===== config.mk =====
export PLATFORM = sky130hd
export DESIGN_NAME = instruction_fetch
export DESIGN_NICKNAME = d
export VERILOG_FILES = /design/src/rtl/instruction_fetch.sv
export SDC_FILE = /design/constraint.sdc
export NUM_CORES = 1
export LEC_CHECK = 0
export ABC_AREA = 1
export CORE_MARGIN = 5
export CORE_UTILIZATION = 43
export CTS_CLUSTER_DIAMETER = 150
export DETAILED_ROUTE_END_ITERATION = 8
export PLACE_DENSITY_LB_ADDON = 0.12
export SYNTH_ARGS = -nofsm -noshare
export SYNTH_HDL_FRONTEND = slang
export SYNTH_SLANG_ARGS = --single-unit

===== constraint.sdc =====
create_clock -name clk -period 1.8 [get_ports clk]
set_clock_uncertainty 0.15 [all_clocks]
set_input_delay 0.36 -clock clk [delete_from_list [all_inputs] [get_ports clk]]
set_output_delay 0.36 -clock clk [all_outputs]
set_load 0.05 [all_outputs]

===== src/rtl/instruction_fetch.sv =====
// Fetch stage: holds the PC, fetches one instruction per req/gnt + rvalid transaction and
// presents it to decode with a valid/ready handshake. Redirects flush and drain stale responses.
module instruction_fetch #(
    parameter int                   WORDSIZE         = 64,
    parameter int                   INSTRUCTION_SIZE = 32,
    parameter logic [WORDSIZE-1:0]  RESET_PC         = '0
) (
    input  logic                        clk,
    input  logic                        rst_n,
    output logic                        if_imem_req,
    output logic [WORDSIZE-1:0]         if_imem_addr,
    input  logic                        if_imem_gnt,
    input  logic                        if_imem_rvalid,
    input  logic [INSTRUCTION_SIZE-1:0] if_imem_rdata,
    output logic [INSTRUCTION_SIZE-1:0] if_instruction,
    output logic [WORDSIZE-1:0]         if_pc,
    output logic                        if_valid,
    input  logic                        if_ready,
    input  logic                        if_redirect,
    input  logic [WORDSIZE-1:0]         if_redirect_pc,
    output logic                        if_misaligned
);

    localparam logic [2:0] S_IDLE  = 3'd0;
    localparam logic [2:0] S_REQ   = 3'd1;
    localparam logic [2:0] S_WAIT  = 3'd2;
    localparam logic [2:0] S_HOLD  = 3'd3;
    localparam logic [2:0] S_DRAIN = 3'd4;
    localparam logic [2:0] S_HALT  = 3'd5;

    localparam logic [INSTRUCTION_SIZE-1:0] NOP = INSTRUCTION_SIZE'(32'h0000_0013);
    localparam logic [WORDSIZE-1:0]         PC_STEP = WORDSIZE'(4);

    logic [2:0]                  state_q, state_d;
    logic [WORDSIZE-1:0]         pc_q, pc_d;
    logic [INSTRUCTION_SIZE-1:0] instr_q, instr_d;
    logic [WORDSIZE-1:0]         ipc_q, ipc_d;
    logic                        misaligned_q, misaligned_d;
    logic                        redirect_live;

    // Redirects are only honoured once fetching has started and before a halt.
    assign redirect_live = if_redirect && (state_q != S_IDLE) && (state_q != S_HALT);

    always_comb begin
        state_d      = state_q;
        pc_d         = pc_q;
        instr_d      = instr_q;
        ipc_d        = ipc_q;
        misaligned_d = misaligned_q;

        if (redirect_live) begin
            if (if_redirect_pc[1:0] != 2'b00) begin
                misaligned_d = 1'b1;
                state_d      = S_HALT;
            end else begin
                pc_d = if_redirect_pc;
                // A granted-but-unanswered request must have its response drained.
                case (state_q)
                    S_REQ:   state_d = if_imem_gnt    ? S_DRAIN : S_REQ;
                    S_WAIT:  state_d = if_imem_rvalid ? S_REQ   : S_DRAIN;
                    S_HOLD:  state_d = S_REQ;
                    S_DRAIN: state_d = if_imem_rvalid ? S_REQ   : S_DRAIN;
                    default: state_d = state_q;
                endcase
            end
        end else begin
            case (state_q)
                S_IDLE:  state_d = S_REQ;
                S_REQ:   if (if_imem_gnt) state_d = S_WAIT;
                S_WAIT: begin
                    if (if_imem_rvalid) begin
                        instr_d = if_imem_rdata;
                        ipc_d   = pc_q;
                        pc_d    = pc_q + PC_STEP;
                        state_d = S_HOLD;
                    end
                end
                S_HOLD:  if (if_ready) state_d = S_REQ;
                S_DRAIN: if (if_imem_rvalid) state_d = S_REQ;
                S_HALT:  state_d = S_HALT;
                default: state_d = S_IDLE;
            endcase
        end
    end

    always_ff @(posedge clk or negedge rst_n) begin
        if (!rst_n) begin
            state_q      <= S_IDLE;
            pc_q         <= RESET_PC;
            instr_q      <= NOP;
            ipc_q        <= RESET_PC;
            misaligned_q <= 1'b0;
        end else begin
            state_q      <= state_d;
            pc_q         <= pc_d;
            instr_q      <= instr_d;
            ipc_q        <= ipc_d;
            misaligned_q <= misaligned_d;
        end
    end

    assign if_imem_req    = (state_q == S_REQ);
    assign if_imem_addr   = pc_q;
    assign if_valid       = (state_q == S_HOLD);
    assign if_instruction = instr_q;
    assign if_pc          = ipc_q;
    assign if_misaligned  = misaligned_q;

endmodule


# ---- Word-level counts from Yosys, hierarchy flattened
# Index checks and enable logic that the tools add are counted.
dict set report totals {
  reg_bits 164
  input_bits 102
  output_inout_bits 163
  elab_cells 45
}
dict set report classes {
  addsub 1
  eq_ne 12
  muxes 14
  n_bitwise 1
  reduce_logical 12
}
# cell count
set op_table {}
lappend op_table {{$mux W64} 4}
lappend op_table {{$add A64 B3 Y64 const B} 1}
lappend op_table {{$mux W3} 8}
lappend op_table {{$pmux W3 S6} 1}
lappend op_table {{$ne A3 B3 Y1 const B} 3}
lappend op_table {{$pmux W3 S3} 1}
lappend op_table {{$eq A3 B2 Y1 const B} 2}
lappend op_table {{$eq A3 B3 Y1 const B} 2}
lappend op_table {{$ne A3 B1 Y1 const B} 2}
lappend op_table {{$reduce_and A3 Y1} 2}
lappend op_table {{$reduce_bool A2 Y1} 3}
lappend op_table {{$ne A5 B4 Y1 const B} 1}
lappend op_table {{$reduce_and A5 Y1} 1}
lappend op_table {{$eq A3 B1 Y1 const B} 1}
lappend op_table {{$logic_not A3 Y1} 1}
lappend op_table {{$reduce_bool A3 Y1} 1}
lappend op_table {{$logic_and A1 B1 Y1} 2}
lappend op_table {{$ne A2 B2 Y1 const B} 1}
lappend op_table {{$reduce_and A2 Y1} 1}
lappend op_table {{$reduce_or A2 Y1} 1}
lappend op_table {{$not A1 Y1} 1}

# ---- Depth between registers and ports, before layout
dict set report logic_depth {
  depth_word 5
  depth_mapped 12
  ltp_nobuf 11
}

# ---- Least setup slack after synthesis
# OpenSTA, ideal clock, no wires.
dict set report synth_path {
  path_type {register to register}
  from {register pc_q[3], in the netlist if_imem_addr[3]}
  to {register pc_q[54], in the netlist if_imem_addr[54]}
  setup_ns 0.118
  t_arrival_ns 1.941
  required_time_ns 1.532
  path_slack_ns -0.409
  path_stages_with_launch 11
  n_path_buf 0
  path_cell_list {dfrtp_1 ha_1 nand2_1 nor2_2 nand2_1 nor2_4 nand2_1 o21ai_0 nand3_1 nand2_1 nand2_1}
}
dict set report synth_via {
  elab_chain_len 4
}
# element line
set synth_lines {}
lappend synth_lines {{from (decl)} 35} ;# logic [WORDSIZE-1:0] pc_q, pc_d;
lappend synth_lines {{from (signal assigned)} 95} ;# pc_q <= pc_d;
lappend synth_lines {{$add A64 B3 Y64} 74} ;# pc_d = pc_q + PC_STEP;
lappend synth_lines {{$mux W64} 71} ;# if (if_imem_rvalid) begin
lappend synth_lines {{$mux W64} 67} ;# case (state_q)
lappend synth_lines {{$mux W64} 51} ;# if (redirect_live) begin
# No other way between the ends. The select of a mux whose other input is x is not followed.
# A chain may end at the register's enable or synchronous reset.

# ---- Worst setup path after layout
dict set report layout_path {
  from {register pc_q[3], in the netlist if_imem_addr[3]}
  to {register pc_q[36], in the netlist if_imem_addr[36]}
}
# Same word-level chain as after synthesis.

==> flow_results.org <==
** Worst setup path
- Number of cells on the worst reg-to-reg path :: 12
- Together, buffers and inverters on the worst path number 1.
- Data on the critical path arrives at its endpoint at 2.20 ns.
- Setup slack on the worst reg-to-reg path comes out at -0.18 ns.
- Setup crit end kind :: flop
- Worst-path fanout max :: 4
- Setup Crit Path Kind :: flop to flop
- Setup crit start :: if_imem_addr[3]$_DFFE_PN0P_
- For this design, the slowest cell found on the critical path is sky130_fd_sc_hd__dfrtp_2.
- R2R Path Start :: if_imem_addr[3]$_DFFE_PN0P_
- STA classifies the critical path startpoint as a flop.
- Critical Path Max Stage Delay :: 0.42 ns
- Series of cell instances along the critical path :: ha_4, nand2_4, nor2_4, nand2_4, buf_4, nor2_4, nand2_4, nor2_1, nand2_1, nand3_1, nand2_1, nand2_1
- Worst r2r dst :: if_imem_addr[36]$_DFFE_PN0P_
- Kind of cell with the highest combined delay on the critical path :: simple AND/OR/NAND/NOR gates
- At the worst endpoint, the required time is 2.02 ns.

** Logic synthesis
- Synth warnings :: 0
- Yosys mapped the design onto 34 distinct sky130hd cell types.
- When the netlist entered floorplanning its net count stood at 1277.
- Of the total synthesized cell area, the portion taken by AND, OR, NAND and NOR gates is 30.6%.
- Count of flip-flops with a built-in enable after synthesis :: 0
- The synthesized netlist devotes 0.595% of its cell area to XOR and XNOR gates.
- After synthesis, the largest family of logic cells by area is simple AND/OR/NAND/NOR gates.
- Share of async-settable or async-resettable flops after synthesis :: 100%
- Summing the areas of all compound-gate instances in the mapped netlist gives 9.29% of the synthesized area.
- Adder-cell share of the synthesized area :: 0.142%
- A synthesized cell averages 7.52 um^2.
- The share of the Yosys chip area taken by registers is 46.5%.
- The cell count after synthesis came out at 1174.
- Post-synthesis register bit count :: 164
- Multiplexer share of the synthesized area :: 6.12%
- In this run the cell area of the synthesized design comes to 8830 um^2.
- Top flip-flop cell by instance count after synthesis :: sky130_fd_sc_hd__dfrtp_1

** Floorplanning
- Vertical die dimension :: 153 um
- Num ports :: 265
- Starting utilization of the core area :: 43.6%
- Die X-Extent :: 153 um
- Core Area :: 20200 um^2
- DIE AREA :: 23500 um^2
- Total number of placement rows :: 52

** Outcome
- Result of the run :: finished with violations
- Violated checks :: negative setup slack

** Placement
- The HPWL after detailed placement is 26.0 mm.
- The congestion estimate from routability-driven global placement came to 0.980.
- Cell area reported after detailed placement :: 14200 um^2
- DP Worst Slack :: -0.388 ns
- Quantity of I/O buffers inserted on ports :: 264

** STA
- Final worst-path setup slack :: -0.184 ns
- Unrepaired setup endpoints after global routing :: true
- Actual transition at the worst max-transition pin :: 0.327 ns
- Final count of pins violating max slew :: 0
- In the finished design, the share of the clock period the worst path needs comes to 110%.
- Setup violation total in the final timing report :: 72
- Fin. Hold Viols :: 0
- Final min period :: 1.98 ns
- Measured against its own limit, the worst slew margin works out to 78.2%.
- Static timing analysis puts the maximum clock frequency at 504 MHz.

** Layout
- Compared with the post-synthesis result, the final layout area differs by 85.2%.
- N_diodes :: 0
- Layout Nets :: 1751
- The finished cells cover 16400 um^2.
- Layout cell share with drive strength beyond 1 :: 44.0%

** Flow run
- Across the run, the number of max-cap violations was 0.

** GRT
- Summed over all layers, the global routing overflow is 0.
- Across every metal layer, demand over resource in global routing totals 29.6%.
- The first global-routing pass estimated 55.2 mm of wire.
- Pin count of the biggest net entering global routing :: 46
- Number of global-route vias before repair :: 10100
- The initial antenna violation count is 0.

** Clocking
- TritonCTS built the clock tree.
- Number of CTS-inserted buffers :: 17
- Clock root buffer :: sky130_fd_sc_hd__clkbuf_16
- At the later pin of the worst-skew pair, clock insertion delay measures 0.44 ns.
- CTS sink cnt :: 164
- Number of H-tree branching levels :: 4
- The clock passes through at most 2 buffers.
- Clock-pin transition on the worst setup and hold timing paths :: 0.07 ns

** Detailed routing
- The detailed router placed 10400 vias in this run.
- Routed wire length :: 38.2 mm
- The pre-antenna-repair detailed-routing pass consisted of 5 iterations.
- Final antenna-violating net count :: 0
- Routed length per instance :: 19.8 um
- After the first detailed-routing iteration, the DRC count stood at 966.
- DRC violations left :: 0
- Using the TritonRoute via totals, the vias-per-cell ratio works out to 5.40.

** Power
- Power density normalized to cell area :: 2060 nW/um^2
- Across the VDD grid, the largest voltage drop is 1.25 mV.
- LEAKAGE :: 0.00771 uW

** Hold path
- The tightest min-delay check is of the primary input to asynchronous set/reset pin type.
## worst reg2reg max path, stage by stage (launching register included)
cell and delay (ns):
sky130_fd_sc_hd__dfrtp_2 0.42, sky130_fd_sc_hd__ha_4 0.18, sky130_fd_sc_hd__nand2_4 0.06, sky130_fd_sc_hd__nor2_4 0.13
sky130_fd_sc_hd__nand2_4 0.10, sky130_fd_sc_hd__buf_4 0.15, sky130_fd_sc_hd__nor2_4 0.13, sky130_fd_sc_hd__nand2_4 0.11
sky130_fd_sc_hd__nor2_1 0.14, sky130_fd_sc_hd__nand2_1 0.07, sky130_fd_sc_hd__nand3_1 0.12, sky130_fd_sc_hd__nand2_1 0.08
sky130_fd_sc_hd__nand2_1 0.08
## layout make-up
| class | instances | area [um^2] |
|---|---|---|
| Clock inverter | 13 | 140 |
| Clock buffer | 19 | 443 |
| Sequential cell | 164 | 4170 |
| Tap cell | 270 | 338 |
| Multi-Input combinational cell | 877 | 4930 |
| Timing Repair Buffer | 498 | 5980 |
| Fill cell | 1272 | 3880 |
| Inverter | 90 | 355 |
## cell usage after synthesis, types with 2 or more instances
| library cell | number | area (um^2) |
|---|---|---|
| sky130_fd_sc_hd__a31oi_1 | 2 | 12.5 |
| sky130_fd_sc_hd__inv_1 | 85 | 319 |
| sky130_fd_sc_hd__inv_2 | 5 | 18.8 |
| sky130_fd_sc_hd__nand3_1 | 64 | 320 |
| sky130_fd_sc_hd__buf_2 | 19 | 95.1 |
| sky130_fd_sc_hd__xor2_1 | 6 | 52.6 |
| sky130_fd_sc_hd__a22oi_2 | 4 | 50.1 |
| sky130_fd_sc_hd__o22ai_1 | 4 | 25.0 |
| sky130_fd_sc_hd__nor2_1 | 190 | 713 |
| sky130_fd_sc_hd__nor2_4 | 3 | 33.8 |
| sky130_fd_sc_hd__o211ai_1 | 2 | 15.0 |
| sky130_fd_sc_hd__nor2_2 | 3 | 18.8 |
| sky130_fd_sc_hd__dfstp_2 | 3 | 78.8 |
| sky130_fd_sc_hd__buf_6 | 6 | 67.6 |
| sky130_fd_sc_hd__buf_4 | 6 | 45.0 |
| sky130_fd_sc_hd__nand2_4 | 3 | 33.8 |
| sky130_fd_sc_hd__nand4_1 | 13 | 81.3 |
| sky130_fd_sc_hd__o21ai_0 | 97 | 485 |
| sky130_fd_sc_hd__clkbuf_1 | 11 | 41.3 |
| sky130_fd_sc_hd__a21oi_1 | 20 | 100 |
| sky130_fd_sc_hd__nand2_1 | 385 | 1450 |
| sky130_fd_sc_hd__mux2_2 | 48 | 541 |
| sky130_fd_sc_hd__o21ai_1 | 20 | 100 |
| sky130_fd_sc_hd__nand3b_1 | 5 | 37.5 |
| sky130_fd_sc_hd__dfrtp_1 | 161 | 4030 |
## report_power, final
| part | leakage [uW] | total [uW] | switching, uW | internal, uW |
|---|---|---|---|---|
| clock | 0.000281 | 3740 | 1740 | 1990 |
| sequential | 0.00193 | 7420 | 1850 | 5570 |
| combinational | 0.00550 | 22500 | 12600 | 9860 |
## routing by layer
metal	track usage, %	vias up	part of all wire (%)
li1	-	4730	-
met1	39.6	5021	41
met2	48.8	585	48
met3	6.19	91	8.4
met4	8.15	0	2.7
met5	0	-	0
## worst max path at each step
stage,to,slack (ns),cells past startpoint
5_1_grt,if_imem_addr[45]$_DFFE_PN0P_,-0.28,10
6_report,if_imem_addr[36]$_DFFE_PN0P_,-0.18,12
4_1_cts,if_imem_addr[44]$_DFFE_PN0P_,-0.12,11
3_3_place_gp,if_imem_addr[16]$_DFFE_PN0P_,-0.27,10
3_5_place_dp,if_imem_addr[24]$_DFFE_PN0P_,-0.39,11
2_1_floorplan,if_imem_addr[26]$_DFFE_PN0P_,-0.08,9
## kinds of logic after synthesis
kind of cell    count (synthesis)
xor+xnor                        6
flops                         164
simple gates                  669
buf+inv                       133
compound gates                153
mux                            48
fa+ha+maj                       1
## sequential cells by signal, summed over array words and instances, names as in the netlist
signal and count:
if_imem_addr 64, if_pc 64, if_instruction 32, state_q 3, if_misaligned 1
## timing repair
item / in CTS / in global routing
hold buffers: 1 / 0
hold endpoints to repair: 30 / 0
buffers inserted: 23 / 17
pin swaps: 32 / 55
setup endpoints to repair: 51 / 152
resized for setup: 110 / 205
cloned: 8 / 4
## metrics by stage
stage	utilization, %	setup TNS (ns)	power [uW]	hold slack, ns	cells
4_1_cts	77.0	-1.44	32200	0.224	1916
6_report	80.8	-3.42	33600	0.222	1931
5_1_grt	80.8	-12.56	35000	0.264	1931
3_5_place_dp	70.3	-35.96	27400	0.119	1852
3_3_place_gp	70.3	-28.98	27100	0.118	1852
2_1_floorplan	-	-0.502	17000	-0.0856	1174
## cell usage in the layout (no fill, tap or decap), types with 49 or more instances in the layout
cell type,netlist,layout
sky130_fd_sc_hd__nand2_1,385,320
sky130_fd_sc_hd__buf_4,6,226
sky130_fd_sc_hd__buf_12,0,128
sky130_fd_sc_hd__nor2_1,190,127
sky130_fd_sc_hd__dfrtp_1,161,115
sky130_fd_sc_hd__clkdlybuf4s50_1,0,100
sky130_fd_sc_hd__inv_1,85,78
sky130_fd_sc_hd__nand3_1,64,51
sky130_fd_sc_hd__o21ai_0,97,50
sky130_fd_sc_hd__nor2_2,3,49
Power figures use the tool's default switching activity.
